File: config.mk
export PLATFORM = sky130hd
export DESIGN_NAME = sacred_power_sequencer
export DESIGN_NICKNAME = d
export VERILOG_FILES = /design/src/rtl/sacred_power_sequencer.sv
export SDC_FILE = /design/constraint.sdc
export NUM_CORES = 2
export LEC_CHECK = 0
export CORE_MARGIN = 1
export CORE_UTILIZATION = 40
export DETAILED_ROUTE_END_ITERATION = 16
export GPL_TIMING_DRIVEN = 0
export HOLD_SLACK_MARGIN = 0.15
export SETUP_SLACK_MARGIN = 0.05
export SLEW_MARGIN = 30
export SYNTH_ARGS = -nofsm -noshare
export SYNTH_HDL_FRONTEND = slang
export SYNTH_SLANG_ARGS = --single-unit
export TNS_END_PERCENT = 5
File: constraint.sdc
create_clock -name clk -period 13.3 [get_ports clk]
set_clock_uncertainty 0.05 [all_clocks]
set_input_delay 1.995 -clock clk [delete_from_list [all_inputs] [get_ports clk]]
set_output_delay 1.995 -clock clk [all_outputs]
set_load 0.01 [all_outputs]
File: src/rtl/sacred_power_sequencer.sv
// sacred_power_sequencer
//    Evaluates V = n * 3^k * pi^m * phi^p * e^q in 16.16 fixed point. Each unit
//    exponent step multiplies the accumulator by a constant (or its reciprocal
//    when the exponent is negative) on one shared pipelined multiplier.
//
// Ports
//    clk, reset           clock, synchronous active-high reset
//    in_valid/in_ready    request handshake (in_ready high only in IDLE)
//    n_in                 unsigned integer base
//    k_in/m_in/p_in/q_in  signed exponents of 3, pi, phi, e
//    out_valid/out_ready  result handshake; result held until accepted
//    sacred_value         unsigned 48.16 result (all-ones when saturated)
//    overflow             result saturated, qualified by out_valid
//    busy                 high in STEP, WAIT and DONE
//
// state | meaning
// IDLE  | waiting for a request; in_ready high
// STEP  | issue acc x constant for the first exponent with magnitude left
// WAIT  | wait MUL_LAT cycles for the product, then update acc
// DONE  | present result; leave on out_valid & out_ready

module sacred_power_sequencer #(
   parameter int MUL_LAT = 2
) (
   input  logic        clk,
   input  logic        reset,
   input  logic        in_valid,
   output logic        in_ready,
   input  logic [31:0] n_in,
   input  logic [7:0]  k_in,
   input  logic [7:0]  m_in,
   input  logic [7:0]  p_in,
   input  logic [7:0]  q_in,
   output logic        out_valid,
   input  logic        out_ready,
   output logic [63:0] sacred_value,
   output logic        overflow,
   output logic        busy
);

   typedef enum logic [1:0] {
      ST_IDLE = 2'd0,
      ST_STEP = 2'd1,
      ST_WAIT = 2'd2,
      ST_DONE = 2'd3
   } state_t;

   localparam logic [1:0] WAIT_INIT = 2'(MUL_LAT - 1);

   state_t                    state_q, state_d;
   logic [63:0]               acc_q, acc_d;
   logic [3:0][7:0]           mag_q, mag_d;
   logic [3:0]                neg_q, neg_d;
   logic [1:0]                wait_q, wait_d;
   logic                      ovf_q, ovf_d;
   logic                      out_valid_q, out_valid_d;
   logic [63:0]               value_q, value_d;
   logic [MUL_LAT-1:0][95:0]  mul_pipe_q, mul_pipe_d;

   logic [1:0]  sel_idx;
   logic [31:0] const_sel;
   logic [95:0] mul_out;

   function automatic logic [7:0] mag_of(input logic [7:0] e);
      // -128 maps to magnitude 128, which still fits in 8 unsigned bits
      return e[7] ? 8'(-e) : e;
   endfunction

   function automatic logic [31:0] const_of(input logic [1:0] idx, input logic neg);
      logic [31:0] c;
      c = 32'd0;
      case (idx)
         2'd0: c = neg ? 32'h0000_5555 : 32'h0003_0000;
         2'd1: c = neg ? 32'h0000_517C : 32'h0003_243F;
         2'd2: c = neg ? 32'h0000_9E37 : 32'h0001_9E37;
         2'd3: c = neg ? 32'h0000_5E2D : 32'h0002_B7E1;
         default: c = 32'd0;
      endcase
      return c;
   endfunction

   // first nonzero magnitude in the order k, m, p, q
   always_comb begin
      sel_idx = 2'd0;
      for (int i = 3; i >= 0; i--) begin
         if (mag_q[i] != 8'd0) sel_idx = 2'(i);
      end
      const_sel = const_of(sel_idx, neg_q[sel_idx]);
   end

   // the multiply lands in stage 0 at the STEP edge; later stages just delay it
   always_comb begin
      mul_pipe_d    = mul_pipe_q;
      mul_pipe_d[0] = (state_q == ST_STEP) ? (96'(acc_q) * 96'(const_sel)) : mul_pipe_q[0];
      for (int i = 1; i < MUL_LAT; i++) begin
         mul_pipe_d[i] = mul_pipe_q[i-1];
      end
   end

   assign mul_out = mul_pipe_q[MUL_LAT-1];

   always_ff @(posedge clk) begin
      if (reset) begin
         state_q     <= ST_IDLE;
         acc_q       <= '0;
         mag_q       <= '0;
         neg_q       <= '0;
         wait_q      <= '0;
         ovf_q       <= 1'b0;
         out_valid_q <= 1'b0;
         value_q     <= '0;
         mul_pipe_q  <= '0;
      end else begin
         state_q     <= state_d;
         acc_q       <= acc_d;
         mag_q       <= mag_d;
         neg_q       <= neg_d;
         wait_q      <= wait_d;
         ovf_q       <= ovf_d;
         out_valid_q <= out_valid_d;
         value_q     <= value_d;
         mul_pipe_q  <= mul_pipe_d;
      end
   end

   always_comb begin
      state_d     = state_q;
      acc_d       = acc_q;
      mag_d       = mag_q;
      neg_d       = neg_q;
      wait_d      = wait_q;
      ovf_d       = ovf_q;
      out_valid_d = out_valid_q;
      value_d     = value_q;
      case (state_q)
         ST_IDLE: begin
            if (in_valid) begin
               mag_d   = {mag_of(q_in), mag_of(p_in), mag_of(m_in), mag_of(k_in)};
               neg_d   = {q_in[7], p_in[7], m_in[7], k_in[7]};
               acc_d   = {16'd0, n_in, 16'd0};
               ovf_d   = 1'b0;
               state_d = (|{k_in, m_in, p_in, q_in}) ? ST_STEP : ST_DONE;
            end
         end
         ST_STEP: begin
            mag_d[sel_idx] = mag_q[sel_idx] - 8'd1;
            wait_d         = WAIT_INIT;
            state_d        = ST_WAIT;
         end
         ST_WAIT: begin
            if (wait_q == 2'd0) begin
               // P = product[95:16]; anything above P[63:0] means saturation
               if (mul_out[95:80] != 16'd0) begin
                  acc_d   = '1;
                  ovf_d   = 1'b1;
                  mag_d   = '0;
                  state_d = ST_DONE;
               end else begin
                  acc_d   = mul_out[79:16];
                  state_d = (|mag_q) ? ST_STEP : ST_DONE;
               end
            end else begin
               wait_d = wait_q - 2'd1;
            end
         end
         ST_DONE: begin
            // one registering cycle before out_valid rises
            if (!out_valid_q) begin
               out_valid_d = 1'b1;
               value_d     = acc_q;
            end else if (out_ready) begin
               out_valid_d = 1'b0;
               state_d     = ST_IDLE;
            end
         end
         default: state_d = ST_IDLE;
      endcase
   end

   always_comb begin
      in_ready     = (state_q == ST_IDLE);
      busy         = (state_q != ST_IDLE);
      out_valid    = out_valid_q;
      sacred_value = value_q;
      overflow     = ovf_q;
   end

endmodule

==> out/results.txt <==
Status: finished, final reports clean
Clk_lat worst skew: 640 ps
Max_cap viols: 0
EDFF count, synth: 0
Critical path depth: 32
Placed cell area: 0.0543 sq mm
Grt total ovfl: 0
Initial DRC Count: 3842
TritonCTS clock tree: done
Final setup viols: 0
Worst slack, placed: -991 ps
Synth area leaders: fa_1, dfxtp_1, ha_1, inv_1, and2_1
Share of the synthesized area in the top cell type: 39.3%
R2R setup slack: 330 ps
Final wirelength: 199000 microns
Synth Warn #: 0
Required @ worst endpoint: 13760 ps
Commonest cells in the netlist: inv_1, fa_1, nand2_1, and2_1, ha_1
Fillcell total: 12300
Area leader, netlist: fa_1
Asr flop ratio synth: 0%
Final period utilization: 97.5%
Cts hold-fix bufs: 0
Residual DRC count: 0
Reg-to-Reg Start: mag_q[11]
Synth Flop Type: dfxtp_1
Area of the multi-input gates: 0.0391 sq mm
Slowest stage delay, CP: 760 ps
Routed vias: 40900
H-tree depth: 2
Minimum clock period: 12970 ps
Count leader, synth: inv_1
First-pass GRT wire length: 293000 microns
GPL Wtd Cong: 1.01
Drt pass-1 iters: 6
Worst R2R End: mul_pipe_d[177]
Initial Utilization: 40.6%
Average size of a mapped cell: 8.92 sq um
Worst-case reg-to-reg path depth: 32
Placed cells: 7441
Initial antenna violation count: 22
# clock sinks: 308
Number of global-route vias before repair: 42400
Post-Synthesis Cell Area: 0.0505 sq mm
Deepest clock path buffer count: 3
Post-synthesis sequential area ratio: 12.2%
Post-route setup slack: 326 ps
Buffers on Ports: 131
Non-Filler Instances: 7528
Register area: 0.00617 sq mm
Crit. End Element: register
Slew Viols, Final: 0
Clk slew on worst S/H paths: 60 ps
Mapped Cells: 5659
Die width: 357 microns
RSZ-0062 raised after global routing: false
CP max stage cell: mux2i_4
CP most frequent cell: fa_1
CP top delay family: adder cells
Largest net degree at the start of global routing: 14
Wire per inst: 26.5 microns
Syn nets: 7104
Fmax: 0.0771 GHz
Die ar.: 0.128 sq mm
Critical path buffers and inverters: 6
Clock root buffer: clkbuf_16
Routed Antenna Nets: 0
Share of layout cells above drive strength 1: 3.30%
Crit path to: mul_pipe_d[177]
FP Rows: 129
Number of library cell types mapped by synthesis: 82
Die height: 357 microns
HP Class: reg -> reg
P&R area growth vs syn: 10.4%
Rel. slew slack: 25.0%
Synth Register Bits: 308
Final Hold Fails: 0
Finished layout cell area: 0.0558 sq mm
Dpl hpwl: 165000 microns
Ports: 136
TritonCTS Buffers: 39
Vias per cell: 5.43
Crit path DAT: 13440 ps
Type of origin of the critical path: register
Number of nets in the layout: 7291
Worst-Margin Slew: 1130 ps
GRT Resource Usage Total: 32.0%
Max FO, Critical Path: 12
Core area: 0.124 sq mm
Critical setup path kind: reg -> reg
CP startpoint: mag_q[11]
-- layout make-up --
type | count | share of cell area [%]
well taps | 1637 | 3.67
plain buffers | 302 | 2.19
clock inverters | 20 | 0.512
clock buffers | 49 | 1.91
multi-input cells | 3928 | 70.2
repair buffers | 147 | 2.84
flip-flops and latches | 308 | 11.1
inverters | 1120 | 7.54
diodes | 17 | 0.0763
-- worst min path at each step --
stage | from | endpoint | slack [ps] | depth (start not counted)
global placement | mul_pipe_d[178] | mul_pipe_d[178] | 380 | 2
CTS | mul_pipe_d[134] | mul_out[38] | 390 | 1
floorplan | mul_pipe_d[172] | mul_pipe_d[172] | 370 | 2
global route | mul_pipe_d[134] | mul_out[38] | 410 | 1
finish | mul_pipe_d[163] | mul_pipe_d[163] | 390 | 2
detailed placement | mul_pipe_d[172] | mul_pipe_d[172] | 390 | 2
-- metal layers --
metal | wire (microns) | global-route usage [%]
met2 | 85500 | 47.8
met1 | 83500 | 44.0
met4 | 11000 | 15.2
met3 | 19300 | 6.94
met5 | 78 | 0
-- cells in the final DEF, fill, tap and decap left out, drive strengths merged, types with 9 or more instances in the layout --
| cell | synthesis | layout |
|---|---|---|
| nand2b | 22 | 22 |
| o21ai | 153 | 153 |
| a21oi | 250 | 250 |
| nand2 | 644 | 644 |
| o31ai | 12 | 12 |
| o221ai | 34 | 34 |
| a21o | 71 | 71 |
| dfxtp | 308 | 308 |
| o2bb2ai | 10 | 10 |
| and2 | 574 | 574 |
| buf | 15 | 30 |
| or2 | 9 | 9 |
| nand3 | 24 | 24 |
| clkdlybuf4s50 | 0 | 131 |
| fa | 991 | 991 |
| clkbuf | 288 | 337 |
| diode | 0 | 17 |
| a211oi | 10 | 10 |
| a22oi | 28 | 28 |
| or4 | 10 | 10 |
| mux2i | 32 | 32 |
| xnor2 | 49 | 49 |
| nand4 | 37 | 37 |
| o21a | 12 | 12 |
| nor4 | 20 | 20 |
| xor2 | 37 | 37 |
| nor2 | 203 | 203 |
| a31oi | 14 | 14 |
| nor3 | 17 | 17 |
| o211ai | 11 | 11 |
| inv | 1120 | 1128 |
| and3 | 9 | 9 |
| nor2b | 134 | 134 |
| ha | 386 | 386 |
| o21bai | 20 | 20 |
-- worst register-to-register path: cells and delay by family (launching register included) --
| family | cells | cell delay [ps] |
|---|---|---|
| mux | 1 | 760 |
| buf+inv | 6 | 1920 |
| fa+ha+maj | 10 | 4620 |
| simple gates | 5 | 1340 |
| flops | 1 | 340 |
| compound gates | 10 | 3830 |
-- per-stage QoR --
| stage | setup TNS, ps | util, % | hold slack [ps] |
|---|---|---|---|
| floorplan | 0 | - | 367 |
| global placement | -62910 | 43.3 | 380 |
| detailed placement | -14670 | 43.6 | 386 |
| CTS | 0 | 44.7 | 392 |
| global route | 0 | 44.8 | 406 |
| finish | 0 | 44.8 | 395 |
-- sequential cells by signal (all words and copies together) (netlist names) --
signal        count
mul_pipe_d       69
overflow          1
mag_q            32
out_valid         1
state_q           2
mul_out          69
acc_q            64
sacred_value     64
neg_q             4
wait_q            2
-- what timing repair did --
item,CTS,global route
pin swaps,1,0
setup endpoints to repair,36,18
resized for setup,7,31
buffers inserted,1,0
-- cells by family (layout without fill, tap and decap cells) --
group | after synthesis | after routing | synth area share [%]
flip-flops | 308 | 308 | 12.2
XOR/XNOR | 86 | 86 | 1.49
AND/OR/NAND/NOR | 1728 | 1728 | 17.3
other | 0 | 17 | 0
buffers and inverters | 1423 | 1638 | 10.6
AO/OA/AOI/OAI | 704 | 704 | 8.89
multiplexers | 33 | 33 | 0.664
adder cells (fa/ha/maj) | 1377 | 1377 | 48.9
Power is not shown: default switching activity piles up to over one toggle a cycle in this logic, so the estimate is an artifact.
